[src/rtl/if_fetch_unit_if.sv]
// Instruction-memory request/response bus between the fetch stage and imem.
// One outstanding word read at a time: req/gnt for the address phase,
// rvalid/rdata for the data phase.
interface if_fetch_unit_if;
   logic        imem_req;
   logic [31:0] imem_addr;
   logic        imem_gnt;
   logic        imem_rvalid;
   logic [31:0] imem_rdata;

   modport master (
      output imem_req,
      output imem_addr,
      input  imem_gnt,
      input  imem_rvalid,
      input  imem_rdata
   );

   modport slave (
      input  imem_req,
      input  imem_addr,
      output imem_gnt,
      output imem_rvalid,
      output imem_rdata
   );
endinterface

[src/rtl/if_fetch_unit.sv]
// Instruction-fetch stage feeding the IF/ID register.
// Owns the PC, issues single-word reads to imem, holds the fetched word while
// the hazard unit stalls, and squashes stale fetches on branch/jump redirects.
//
// state    | meaning
// ---------+----------------------------------------------------------------
// ST_FETCH | request asserted at pc, waiting for grant
// ST_WAIT  | grant accepted, waiting for rvalid (drop=1: response is stale)
// ST_HOLD  | valid instruction presented to IF/ID until PC_Write or redirect
module if_fetch_unit #(
   parameter logic [31:0] RESET_PC  = 32'h0000_0000,
   parameter logic [31:0] NOP_INSTR = 32'h0000_0000
) (
   input  logic                   clk,
   input  logic                   rst_n,
   input  logic                   PC_Write,
   input  logic                   redirect_valid,
   input  logic [31:0]            redirect_pc,
   if_fetch_unit_if.master        imem,
   output logic [31:0]            instr_out,
   output logic [31:0]            pc_out,
   output logic                   fetch_valid
);

   typedef enum logic [1:0] {
      ST_FETCH = 2'd0,
      ST_WAIT  = 2'd1,
      ST_HOLD  = 2'd2
   } state_t;

   // Low address bits are never meaningful for word fetches.
   localparam logic [31:0] WORD_MASK    = 32'hFFFF_FFFC;
   localparam logic [31:0] RESET_PC_ALN = RESET_PC & WORD_MASK;

   state_t      state_q, state_d;
   logic [31:0] pc_q, pc_d;
   logic        drop_q, drop_d;
   logic [31:0] instr_q, instr_d;
   logic [31:0] pc_out_q, pc_out_d;
   logic        valid_q, valid_d;

   logic [31:0] pc_plus4;
   logic [31:0] redirect_aln;

   assign pc_plus4     = pc_q + 32'd4;
   assign redirect_aln = redirect_pc & WORD_MASK;

   // Next-state, PC and output-register computation; redirect overrides
   // everything but reset, and a still-outstanding grant is marked for drop.
   always_comb begin
      state_d  = state_q;
      pc_d     = pc_q;
      drop_d   = drop_q;
      instr_d  = instr_q;
      pc_out_d = pc_out_q;
      valid_d  = valid_q;

      if (redirect_valid) begin
         pc_d     = redirect_aln;
         valid_d  = 1'b0;
         instr_d  = NOP_INSTR;
         pc_out_d = 32'd0;
         unique case (state_q)
            ST_FETCH: begin
               if (imem.imem_gnt) begin
                  state_d = ST_WAIT;
                  drop_d  = 1'b1;
               end else begin
                  state_d = ST_FETCH;
               end
            end
            ST_WAIT: begin
               if (imem.imem_rvalid) begin
                  state_d = ST_FETCH;
                  drop_d  = 1'b0;
               end else begin
                  state_d = ST_WAIT;
                  drop_d  = 1'b1;
               end
            end
            ST_HOLD: begin
               state_d = ST_FETCH;
            end
            default: begin
               state_d = ST_FETCH;
               drop_d  = 1'b0;
            end
         endcase
      end else begin
         unique case (state_q)
            ST_FETCH: begin
               // rvalid here can only be a response abandoned by reset.
               if (imem.imem_gnt) begin
                  state_d = ST_WAIT;
               end
            end
            ST_WAIT: begin
               if (imem.imem_rvalid) begin
                  if (drop_q) begin
                     drop_d  = 1'b0;
                     state_d = ST_FETCH;
                  end else begin
                     instr_d  = imem.imem_rdata;
                     pc_out_d = pc_plus4;
                     valid_d  = 1'b1;
                     state_d  = ST_HOLD;
                  end
               end
            end
            ST_HOLD: begin
               if (PC_Write) begin
                  pc_d     = pc_plus4;
                  valid_d  = 1'b0;
                  instr_d  = NOP_INSTR;
                  pc_out_d = 32'd0;
                  state_d  = ST_FETCH;
               end
            end
            default: begin
               state_d = ST_FETCH;
               drop_d  = 1'b0;
            end
         endcase
      end
   end

   // State and output registers with synchronous active-low reset.
   always_ff @(posedge clk) begin
      if (!rst_n) begin
         state_q  <= ST_FETCH;
         pc_q     <= RESET_PC_ALN;
         drop_q   <= 1'b0;
         instr_q  <= NOP_INSTR;
         pc_out_q <= 32'd0;
         valid_q  <= 1'b0;
      end else begin
         state_q  <= state_d;
         pc_q     <= pc_d;
         drop_q   <= drop_d;
         instr_q  <= instr_d;
         pc_out_q <= pc_out_d;
         valid_q  <= valid_d;
      end
   end

   // Request only from FETCH and never while reset is asserted.
   assign imem.imem_req  = rst_n && (state_q == ST_FETCH);
   assign imem.imem_addr = pc_q;

   assign instr_out   = instr_q;
   assign pc_out      = pc_out_q;
   assign fetch_valid = valid_q;

endmodule

[src/flat_wrapper.sv]
// flat-port wrapper written by rule: the top's interface ports become plain ports
module if_fetch_unit_flat 
#(
   parameter logic [31:0] RESET_PC  = 32'h0000_0000,
   parameter logic [31:0] NOP_INSTR = 32'h0000_0000
)
  (clk, rst_n, PC_Write, redirect_valid, redirect_pc, instr_out, pc_out, fetch_valid, imem_imem_req, imem_imem_addr, imem_imem_gnt, imem_imem_rvalid, imem_imem_rdata);
  if_fetch_unit_if imem_i ();
  input  logic clk;
  input  logic rst_n;
  input  logic PC_Write;
  input  logic redirect_valid;
  input  logic [31:0] redirect_pc;
  output logic [31:0] instr_out;
  output logic [31:0] pc_out;
  output logic fetch_valid;
  output wire logic [$bits(imem_i.imem_req)-1:0] imem_imem_req;
  output wire logic [$bits(imem_i.imem_addr)-1:0] imem_imem_addr;
  input wire logic [$bits(imem_i.imem_gnt)-1:0] imem_imem_gnt;
  input wire logic [$bits(imem_i.imem_rvalid)-1:0] imem_imem_rvalid;
  input wire logic [$bits(imem_i.imem_rdata)-1:0] imem_imem_rdata;
  assign imem_imem_req = imem_i.imem_req;
  assign imem_imem_addr = imem_i.imem_addr;
  assign imem_i.imem_gnt = imem_imem_gnt;
  assign imem_i.imem_rvalid = imem_imem_rvalid;
  assign imem_i.imem_rdata = imem_imem_rdata;
  if_fetch_unit #(.RESET_PC(RESET_PC), .NOP_INSTR(NOP_INSTR)) u_core (.clk(clk), .rst_n(rst_n), .PC_Write(PC_Write), .redirect_valid(redirect_valid), .redirect_pc(redirect_pc), .imem(imem_i), .instr_out(instr_out), .pc_out(pc_out), .fetch_valid(fetch_valid));
endmodule
[config.mk]
export PLATFORM = sky130hd
export DESIGN_NAME = if_fetch_unit_flat
export DESIGN_NICKNAME = d
export VERILOG_FILES = /design/src/rtl/if_fetch_unit_if.sv /design/src/rtl/if_fetch_unit.sv /design/src/flat_wrapper.sv
export SDC_FILE = /design/constraint.sdc
export NUM_CORES = 1
export LEC_CHECK = 0
export BUFFER_PORTS_ARGS = -buffer_cell sky130_fd_sc_hd__buf_2
export CORE_MARGIN = 2
export CORE_UTILIZATION = 30
export DETAILED_ROUTE_END_ITERATION = 6
export SLEW_MARGIN = 20
export SYNTH_ARGS = -nofsm -noshare
export SYNTH_HDL_FRONTEND = slang
export SYNTH_SLANG_ARGS = --single-unit
[constraint.sdc]
create_clock -name clk -period 3.74 [get_ports clk]
set_input_delay 0 -clock clk [delete_from_list [all_inputs] [get_ports clk]]
set_output_delay 0 -clock clk [all_outputs]
set_load 0.05 [all_outputs]
### Word-level counts from Yosys, hierarchy flattened

Index checks and enable logic that the tools add are counted.

* $add $sub $neg: 1
* equality and inequality tests: 11
* multiplexer cells: 29
* bitwise operators: 1
* reduce and logical (&&, ||, !) cells: 12

Operators by type and width (count)
* $mux W32: 8
* $pmux W32 S2: 2
* $add A32 B3 Y32 const B: 1
* $ne A3 B3 Y1 const B: 4
* $mux W2: 5
* $mux W1: 9
* $ne A2 B2 Y1 const B: 4
* $reduce_and A4 Y1: 2
* $pmux W2 S3: 1
* $reduce_bool A2 Y1: 3
* $pmux W1 S2: 2
* $pmux W2 S2: 1
* $reduce_and A2 Y1: 2
* $reduce_or A2 Y1: 2
* $pmux W1 S3: 1
* $reduce_and A3 Y1: 1
* $eq A2 B1 Y1 const B: 1
* $eq A2 B2 Y1 const B: 1
* $logic_not A2 Y1: 1
* $ne A2 B1 Y1 const B: 1
* $logic_and A1 B1 Y1: 1
* $not A1 Y1: 1

* output and inout bits: 98
* register bits: 100

### Logic depth before layout (Yosys ltp)

Gate-level depths: netlist of the first run.

* word-level depth: 4
* gate-level depth with buffers: 7
* gate-level depth less buffers: 6

### Worst setup path before layout of the first run

Ideal clock, no wire load.

* path type: register to register
* from: register u_core.pc_q[2], in the netlist u_core.imem.imem_addr[2]
* to: register u_core.pc_q[20], in the netlist u_core.imem.imem_addr[20]
* arrival time: 1951 ps
* stages on the path, launching flop included: 8
* clock period less this slack: 2021 ps
* slack: 1719 ps
* data required time: 3670 ps
* cells stage by stage: dfxtp_1 > ha_1 > nand3_1 > nor2_1 > buf_2 > nand4_1 > xor2_1 > a21oi_1

* cells in the longest elaborated chain, start to end: 4

Ends and longest elaborated chain
* from (decl): RTL line if_fetch_unit.sv:36 `logic [31:0] pc_q, pc_d;`
* from (signal assigned): RTL line if_fetch_unit.sv:138 `pc_q <= pc_d;`
* $add A32 B3 Y32: RTL line if_fetch_unit.sv:45 `assign pc_plus4 = pc_q + 32'd4;`
* $mux W32: RTL line if_fetch_unit.sv:111 `if (PC_Write) begin`
* $mux W32: RTL line if_fetch_unit.sv:90 `unique case (state_q)`
* $mux W32: RTL line if_fetch_unit.sv:58 `if (redirect_valid) begin`

No other way between the ends. The select of a mux whose other input is x is not followed.
A chain may end at the register's enable or synchronous reset.

### Worst setup path after layout of the first run

* from: register u_core.state_q[0]
* to: register u_core.pc_out_q[25], in the netlist u_core.pc_out[25]

* cells in the longest elaborated chain, start to end: 3
* elaborated cells between the ends (all ways): 8
* classes of those cells: 5 x eq/ne; 1 x mux; 2 x reduce/logical

Ends and longest elaborated chain
* from (decl): RTL line if_fetch_unit.sv:35 `state_t state_q, state_d;`
* from (signal assigned): RTL line if_fetch_unit.sv:137 `state_q <= state_d;`
* $eq A2 B1 Y1 or $eq A2 B2 Y1 (tied branches): RTL line if_fetch_unit.sv:90
* $ne A2 B2 Y1 (no line) or $reduce_bool A2 Y1 (tied branches)
* $reduce_and A4 Y1 (no line)
* to (signal assigned): RTL line if_fetch_unit.sv:141 `pc_out_q <= pc_out_d;`
* to (decl): RTL line if_fetch_unit.sv:39 `logic [31:0] pc_out_q, pc_out_d;`

Several ways; a longest one is shown, not always the timed one.

==> flow_metrics.tcl, run 1 <==
set metrics [dict create \
    ys_seq_area_share_pct 44.8 \
    period_needed_ns 2.45 \
    clk_pin_slew_ns 0.07 \
    drt-vias-per-instance 4.88 \
    htree_num_levels 3 \
    ys.flop_type "dfxtp_1" \
    fin_setup_tns_ns 0 \
    yosys_warnings 0 \
    status "completed" \
    start_kind "flop" \
    cts_setup_buffers 0 \
    setup.worst_path.end_class "flop" \
    fin_skew_ns 0.0103 \
    synth_area_leaders "dfxtp_1 (45%), xor2_1 (7.4%), a22oi_1 (7.0%), nor2_1 (5.0%), nand2_1 (4.2%)" \
    regArea_um2 1920 \
    routed_wl_mm 13.7 \
    async_flop_share_pct 0 \
    antenna_found_initial 0 \
    final_common_cell "buf_2" \
    dp_hpwl_mm 9.05 \
    die_x_um 124 \
    root_buffer "clkbuf_16" \
    hold_slack_ns 0.0565 \
    cts_buffer_depth 2 \
    place_ws_ns 1.32 \
    dr_total_vias 4347 \
    maxClockFrequency_ghz 0.408 \
    drt-pass1-iter-count 5 \
    multi_input_area_um2 2210 \
    leakage_nw 2.60 \
    power.density_nw_per_um2 397 \
    grt_max_degree 49 \
    worst-path-max-fanout 45 \
    yosysTopAreaCell "dfxtp_1" \
    maxCapViolations 0 \
    num_antenna_cells 0 \
    syn_inst 498 \
    total_power_mw 2.45 \
    drive_gt1_share_pct 28.0 \
    tritoncts "done" \
    synth_area_um2 4290 \
    cts_buffers 9 \
    grt_remaining_overflow 0 \
    coreArea_um2 13900 \
    cp.arrival_ns 2.71 \
    ir_drop_mv 0.364 \
    drv_slew 0 \
    critPathKind "reg -> reg" \
    die_h_um 124 \
    track_usage_pct 18.6 \
    slew_headroom_pct 36.5 \
    cts_sinks 96 \
    clock_latency_ns 0.35 \
    wire_per_inst_um 15.4 \
    drc_errors 0 \
    synth_top_area_share_pct 44.8 \
    final_antenna_net_count 0 \
    placed_cells 810 \
    hold_buffers 64 \
    hold_class "in -> reg" \
    worst_slack_ns 1.29 \
    ios 168 \
    fin_cells 890 \
    ys_types 39 \
    rsz0062_at_grt "false" \
    row_count 43 \
    cts_resized 0 \
    fp.dieArea_um2 15300 \
    ys_ff_latch 96 \
    tightest_slew_ns 0.949 \
    setup_viol 0 \
    first_iter_violations 201 \
    cp.required_ns 4.00 \
    place_congestion 0.797 \
    layout_common_cells "buf_2 (161), dfxtp_1 (96), dlygate4sd3_1 (64)" \
    area_growth_syn_to_layout_pct 44.1 \
    synth_edf_count 0 \
    grt_pass1_wl_mm 21.9 \
    finalHoldViolCount 0 \
    grt_pass1_vias 4324 \
    fin_crit_sh_pct 65.5 \
    io_buffer_count 161 \
    syn_area_per_cell_um2 8.61 \
    final_nets 776 \
    initial_core_util_pct 30.8 \
    fillers 1372 \
]
state kept, by name, indices dropped and copies added (netlist names):
register and count:
u_core.pc_out 30, u_core.state_q 2, u_core.instr_out 32, u_core.fetch_valid 1, u_core.drop_q 1, u_core.imem.imem_addr 30
Yosys cell counts (4+ instances only):
cell type,instances
a22oi_1,40
and3_1,4
clkbuf_1,29
nand4_1,15
and2_1,7
o21ai_1,24
o21ai_0,27
a21oi_1,26
nor2_1,57
nand3_1,19
nor3_1,7
nor4_1,5
dfxtp_1,96
xor2_1,36
buf_4,5
xnor2_1,20
buf_2,5
nand2_1,48
worst max-delay path, cell delays in order, from the launching register on:
cell	delay (ns)
dfxtp_1	0.45
nand2_1	0.17
nor3_4	0.13
buf_4	0.44
nand3_1	0.78
o21ai_1	0.36
report_power, final:
| part | total (mW) | switching, mW | internal (mW) | leakage, nW |
|---|---|---|---|---|
| clock | 0.967 | 0.434 | 0.533 | 0.153 |
| combinational | 0.380 | 0.237 | 0.143 | 1.66 |
| sequential | 1.11 | 0.0527 | 1.05 | 0.782 |
path summary, 6_finish.rpt:
kind,start,end,slack [ns],depth (start not counted)
worst max-delay path,u_core.state_q[0]$_SDFFE_PN0P_,u_core.pc_out[25]$_SDFFE_PP0P_,1.29,5
worst min register to register,u_core.pc_out[11]$_SDFFE_PP0P_,u_core.pc_out[11]$_SDFFE_PP0P_,0.44,2
worst min-delay path,redirect_valid,u_core.imem.imem_addr[29]$_SDFFE_PN0P_,0.06,3
worst max register to register,u_core.state_q[0]$_SDFFE_PN0P_,u_core.pc_out[25]$_SDFFE_PP0P_,1.29,5
per-layer routing:
metal,part of all wire [%],vias up,GRT usage [%]
met2,47,171,30.6
met1,43,2010,22.4
met5,0,-,0
met3,7.7,19,6.64
li1,-,2147,-
met4,2.1,0,6.32
through the flow:
stage / area [um2] / utilization [%]
2_1_floorplan: 4300 / -
3_3_place_gp: 5230 / 37.5
3_5_place_dp: 5230 / 37.5
4_1_cts: 6180 / 44.4
5_1_grt: 6180 / 44.4
6_report: 6180 / 44.4
final cells by class:
class | count | share of cell area [%]
clock buffer | 9 | 3.64
clock inverter | 7 | 1.38
inverter | 2 | 0.121
multi-input combinational | 363 | 35.7
sequential | 96 | 31.1
tap | 180 | 3.64
timing repair buffer | 233 | 24.4
logic make-up (layout without fill, tap and decap cells):
group                    after synthesis  count (layout)  share of synthesized area (%)
other                                  1               4                         0.0874
flip-flops                            96              96                           44.8
adder cells (fa/ha/maj)                1               1                          0.292
multiplexers                           1               1                          0.263
buffers and inverters                 42             251                           4.26
XOR/XNOR                              56              56                           11.4
AND/OR/NAND/NOR                      180             180                           22.1
AO/OA/AOI/OAI                        121             121                           16.8
Power figures use the tool's default switching activity.
==> run 2, diff against run 1 <==
==> constraint.sdc (replaced) <==
create_clock -name clk -period 2.4 [get_ports clk]
set_input_delay 0 -clock clk [delete_from_list [all_inputs] [get_ports clk]]
set_output_delay 0 -clock clk [all_outputs]
set_load 0.05 [all_outputs]
==> run 2 against run 1 <==
- critical path depth grew 1
- final cell count grew 0.79%
- wire length shrank 0.51%
- register-to-register slack lost 0.93 ns
==> flow_metrics.tcl, run 2 (same netlist as run 1, synthesis figures left out) <==
set metrics [dict create \
    root_buffer "clkbuf_16" \
    antenna_found_initial 1 \
    drive_gt1_share_pct 28.6 \
    grt_pass1_wl_mm 21.4 \
    reg2reg_depth 6 \
    initial_core_util_pct 30.8 \
    clock_latency_ns 0.34 \
    fin_crit_sh_pct 85.0 \
    layout_common_cells "buf_2 (161), dfxtp_1 (96), dlygate4sd3_1 (64)" \
    worst_slack_ns 0.361 \
    cp.arrival_ns 2.25 \
    drv_slew 0 \
    whs_path_depth 4 \
    drc_errors 0 \
    grt_pass1_vias 4232 \
    fillers 1364 \
    r2r_end "u_core.imem.imem_addr[28]$_SDFFE_PN0P_" \
    cts_buffers 9 \
    critPathKind "reg -> reg" \
    dp_hpwl_mm 9.29 \
    row_count 43 \
    rsz0062_at_grt "false" \
    whs_endpoint "u_core.drop_q$_SDFFE_PN0P_" \
    hold_start "imem_imem_gnt" \
    power.density_nw_per_um2 604 \
    num_antenna_cells 0 \
    first_iter_violations 259 \
    final_antenna_net_count 0 \
    clk_pin_slew_ns 0.07 \
    reg2reg_slack_ns 0.36 \
    m1WireLength_mm 5.95 \
    leakage_nw 2.62 \
    highest_layer "met5" \
    die_x_um 124 \
    worst-path-max-fanout 6 \
    period_needed_ns 2.04 \
    routed_wl_mm 13.7 \
    final_nets 783 \
    cts_sinks 96 \
    cts_resized 0 \
    dr_wl_met2_mm 6.48 \
    htree_num_levels 3 \
    tritoncts "done" \
    ios 168 \
    setup_viol 0 \
    track_usage_pct 18.2 \
    cts_buffer_depth 2 \
    setup.worst_path.end_class "flop" \
    largest_reg_flops 32 \
    maxClockFrequency_ghz 0.490 \
    finalHoldViolCount 0 \
    start_kind "flop" \
    wire_per_inst_um 15.2 \
    io_buffer_count 161 \
    ir_drop_mv 0.316 \
    area_growth_syn_to_layout_pct 45.0 \
    tightest_slew_ns 0.557 \
    fin_skew_ns 0.00813 \
    dr_total_vias 4366 \
    fin_setup_tns_ns 0 \
    slew_headroom_pct 62.6 \
    drt-vias-per-instance 4.87 \
    hold_class "in -> reg" \
    status "completed" \
    die_h_um 124 \
    final_common_cell "buf_2" \
    place_congestion 0.779 \
    fp.dieArea_um2 15300 \
    coreArea_um2 13900 \
    maxCapViolations 0 \
    cp.required_ns 2.61 \
    drt-pass1-iter-count 6 \
    met3_length_mm 1.02 \
    grt_remaining_overflow 0 \
    rr_startpoint "u_core.imem.imem_addr[3]$_SDFFE_PN0P_" \
    place_ws_ns 0.351 \
    grt_max_degree 47 \
]
==> run 2: timing repair <==
item,4_1_cts,5_1_grt
hold buffers,64,0
setup buffers,0,0
hold endpoints to repair,64,0
==> run 2: area by class of cell <==
type / count / area (um2) / area share [%]
timing repair buffer: 240 / 1560 / 25.1
sequential: 96 / 1920 / 30.9
multi-input combinational: 363 / 2210 / 35.5
clock buffer: 10 / 229 / 3.68
clock inverter: 6 / 68.8 / 1.11
tap: 180 / 225 / 3.62
inverter: 2 / 7.51 / 0.121
==> run 2: critical path, cell delays in order (launching register included) <==
cell and delay, ns:
dfxtp_1 0.37, ha_1 0.28, nand3_1 0.25, nor3_2 0.50, nand4_1 0.20, xor2_1 0.22
a21oi_1 0.09
==> run 2: report_power, final <==
| group | internal [mW] | switching [mW] | total (mW) | leakage (nW) |
|---|---|---|---|---|
| Sequential | 1.64 | 0.0795 | 1.72 | 0.782 |
| Clock | 0.814 | 0.623 | 1.44 | 0.143 |
| Combinational | 0.228 | 0.373 | 0.601 | 1.70 |
==> run 2: stage by stage <==
stage / hold slack, ns / util, % / area, um2 / instances / total power, mW
CTS: 0.0131 / 44.6 / 6220 / 897 / 3.81
global route: 0.0466 / 44.6 / 6220 / 897 / 3.92
finish: 0.0226 / 44.6 / 6220 / 897 / 3.76
detailed placement: 0.251 / 37.9 / 5280 / 817 / 2.28
floorplan: 0.137 / - / 4300 / 501 / 2.11
global placement: 0.246 / 37.9 / 5280 / 817 / 2.27
==> run 2: layer usage <==
layer	global-route usage, %	vias to the layer above
met3	5.27	14
li1	-	2158
met2	31.3	154
met1	21.8	2038
met4	5.97	2
met5	0	-
==> run 2: how the worst max path moves through the flow <==
| stage | depth (start not counted) | start | endpoint |
|---|---|---|---|
| 2_1_floorplan | 7 | u_core.imem.imem_addr[2]$_SDFFE_PN0P_ | u_core.imem.imem_addr[20]$_SDFFE_PN0P_ |
| 3_3_place_gp | 6 | u_core.imem.imem_addr[3]$_SDFFE_PN0P_ | u_core.imem.imem_addr[28]$_SDFFE_PN0P_ |
| 3_5_place_dp | 6 | u_core.imem.imem_addr[3]$_SDFFE_PN0P_ | u_core.imem.imem_addr[28]$_SDFFE_PN0P_ |
| 4_1_cts | 6 | u_core.imem.imem_addr[3]$_SDFFE_PN0P_ | u_core.imem.imem_addr[28]$_SDFFE_PN0P_ |
| 5_1_grt | 6 | u_core.imem.imem_addr[3]$_SDFFE_PN0P_ | u_core.imem.imem_addr[28]$_SDFFE_PN0P_ |
| 6_report | 6 | u_core.imem.imem_addr[3]$_SDFFE_PN0P_ | u_core.imem.imem_addr[28]$_SDFFE_PN0P_ |
==> run 3, diff against run 2 <==
==> constraint.sdc (replaced) <==
create_clock -name clk -period 2.1 [get_ports clk]
set_input_delay 0 -clock clk [delete_from_list [all_inputs] [get_ports clk]]
set_output_delay 0 -clock clk [all_outputs]
set_load 0.05 [all_outputs]
==> run 3 against run 2 <==
- total power is 13% higher
- global-route usage is 0.41 points lower
- combinational power is 17% higher
- sequential power is 14% higher
- cell area is 1.1% higher
- register-to-register slack worse by 0.14 ns
- critical path type unchanged
- clock skew is 0.0021 ns lower
- non-clock buffer count is 10 higher
- highest routed layer unchanged
- largest power group unchanged
==> flow_metrics.tcl, run 3 (same netlist as run 1, synthesis figures left out) <==
set metrics [dict create \
    status "completed" \
    placed_cells 827 \
    fillers 1376 \
    combPwrFrac_pct 16.6 \
    final_util_pct 45.2 \
    total_power_mw 4.23 \
    root_buffer "clkbuf_16" \
    seq_power_share_pct 46.3 \
    area_growth_syn_to_layout_pct 46.7 \
    whs_endpoint "u_core.drop_q$_SDFFE_PN0P_" \
    drv_slew 0 \
    fin_cells 906 \
    cp.required_ns 2.34 \
    cts_setup_buffers 0 \
    track_usage_pct 17.8 \
    drt-vias-per-instance 4.82 \
    antenna_found_initial 1 \
    fin_crit_sh_pct 89.5 \
    maxCapViolations 0 \
    wire_per_inst_um 14.8 \
    tritoncts "done" \
    power.density_nw_per_um2 673 \
    io_buffer_count 161 \
    hold_class "in -> reg" \
    dr_total_vias 4369 \
    grt_pass1_vias 4118 \
    whs_path_depth 4 \
    reg2reg_slack_ns 0.22 \
    first_iter_violations 233 \
    grt_max_degree 47 \
    htree_num_levels 3 \
    hold_start "imem_imem_gnt" \
    final_nets 793 \
    fin_skew_ns 0.00607 \
    largest_reg_flops 32 \
    hold_slack_ns 0.0276 \
    row_count 43 \
    rsz0062_at_grt "false" \
    ir_drop_mv 0.359 \
    period_needed_ns 1.88 \
    cts_sinks 96 \
    dp_hpwl_mm 9.32 \
    clockPowerShare_pct 37.0 \
    final_common_cell "buf_2" \
    cts_buffers 9 \
    sw_frac_of_total_pct 28.8 \
    rr_startpoint "u_core.imem.imem_addr[10]$_SDFFE_PN0P_" \
    final_antenna_net_count 0 \
    p_int_mw 3.01 \
    drc_errors 0 \
    slew_headroom_pct 66.3 \
    setup.worst_path.end_class "flop" \
    layout_common_cells "buf_2 (161), dfxtp_1 (96), dlygate4sd3_1 (64)" \
    maxClockFrequency_ghz 0.532 \
    coreArea_um2 13900 \
    reg2reg_depth 5 \
    cts_resized 0 \
    num_antenna_cells 0 \
    place_congestion 0.806 \
    finalHoldViolCount 0 \
    netSwitchingPower_mw 1.22 \
    setup_viol 0 \
    die_h_um 124 \
    worst-path-max-fanout 7 \
    drive_gt1_share_pct 29.6 \
    hold_buffers 64 \
    clock_latency_ns 0.35 \
    die_x_um 124 \
    fp.dieArea_um2 15300 \
    grt_pass1_wl_mm 21.0 \
    ios 168 \
    routed_wl_mm 13.4 \
    cp.arrival_ns 2.12 \
    initial_core_util_pct 30.8 \
    r2r_end "u_core.pc_out[31]$_SDFFE_PP0P_" \
    tightest_slew_ns 0.501 \
    start_kind "flop" \
    cts_buffer_depth 2 \
    leakage_nw 2.67 \
    clk_pin_slew_ns 0.07 \
    drt-pass1-iter-count 5 \
    critPathKind "reg -> reg" \
    fin_setup_tns_ns 0 \
    grt_remaining_overflow 0 \
]
[run 3: worst max path at each step]
stage | from | endpoint | slack, ns
floorplan | u_core.imem.imem_addr[2]$_SDFFE_PN0P_ | u_core.imem.imem_addr[20]$_SDFFE_PN0P_ | 0.08
global placement | u_core.imem.imem_addr[10]$_SDFFE_PN0P_ | u_core.pc_out[31]$_SDFFE_PP0P_ | 0.23
detailed placement | u_core.imem.imem_addr[10]$_SDFFE_PN0P_ | u_core.pc_out[31]$_SDFFE_PP0P_ | 0.20
CTS | u_core.imem.imem_addr[10]$_SDFFE_PN0P_ | u_core.pc_out[31]$_SDFFE_PP0P_ | 0.18
global route | u_core.imem.imem_addr[10]$_SDFFE_PN0P_ | u_core.pc_out[19]$_SDFFE_PP0P_ | 0.06
finish | u_core.imem.imem_addr[10]$_SDFFE_PN0P_ | u_core.pc_out[31]$_SDFFE_PP0P_ | 0.22
[run 3: critical path, cell delays in order (launching register included)]
cell and delay, ns:
dfxtp_1 0.51, nand4_2 0.30, nor4_4 0.56, nand3_1 0.16
xor2_1 0.17, o21ai_1 0.07
[run 3: area by class of cell]
class / count / area, um2 / share of cell area [%]
Timing Repair Buffer: 250 / 1650 / 26.2
Clock buffer: 11 / 253 / 4.02
Clock inverter: 4 / 28.8 / 0.457
Multi-Input combinational cell: 363 / 2210 / 35.1
Tap cell: 180 / 225 / 3.58
Inverter: 2 / 7.51 / 0.119
Sequential cell: 96 / 1920 / 30.5
[run 3: power by group through the flow]
stage	sequential [mW]	clock, mW	combinational [mW]
after detailed placement	2.00	0	0.612
after global routing	1.97	1.67	0.757
final	1.96	1.57	0.704
after CTS	1.96	1.62	0.705
after floorplan	2.17	0	0.239
after global placement	2.00	0	0.606
[run 3: per-layer routing]
metal  GRT usage (%)  up-vias  wire, um  share of wire (%)
met4            7.53        2       273                2.0
li1                -     2179         -                  -
met5               0        -        13              0.097
met1            21.9     1973      5800                 43
met2            29.0      194      6200                 46
met3            5.36       21      1160                8.6
[run 3: through the flow]
stage	setup slack, ns	cell area [um2]
3_5_place_dp	0.195	5370
4_1_cts	0.179	6290
6_report	0.221	6290
5_1_grt	0.0613	6290
2_1_floorplan	0.0794	4300
3_3_place_gp	0.228	5370
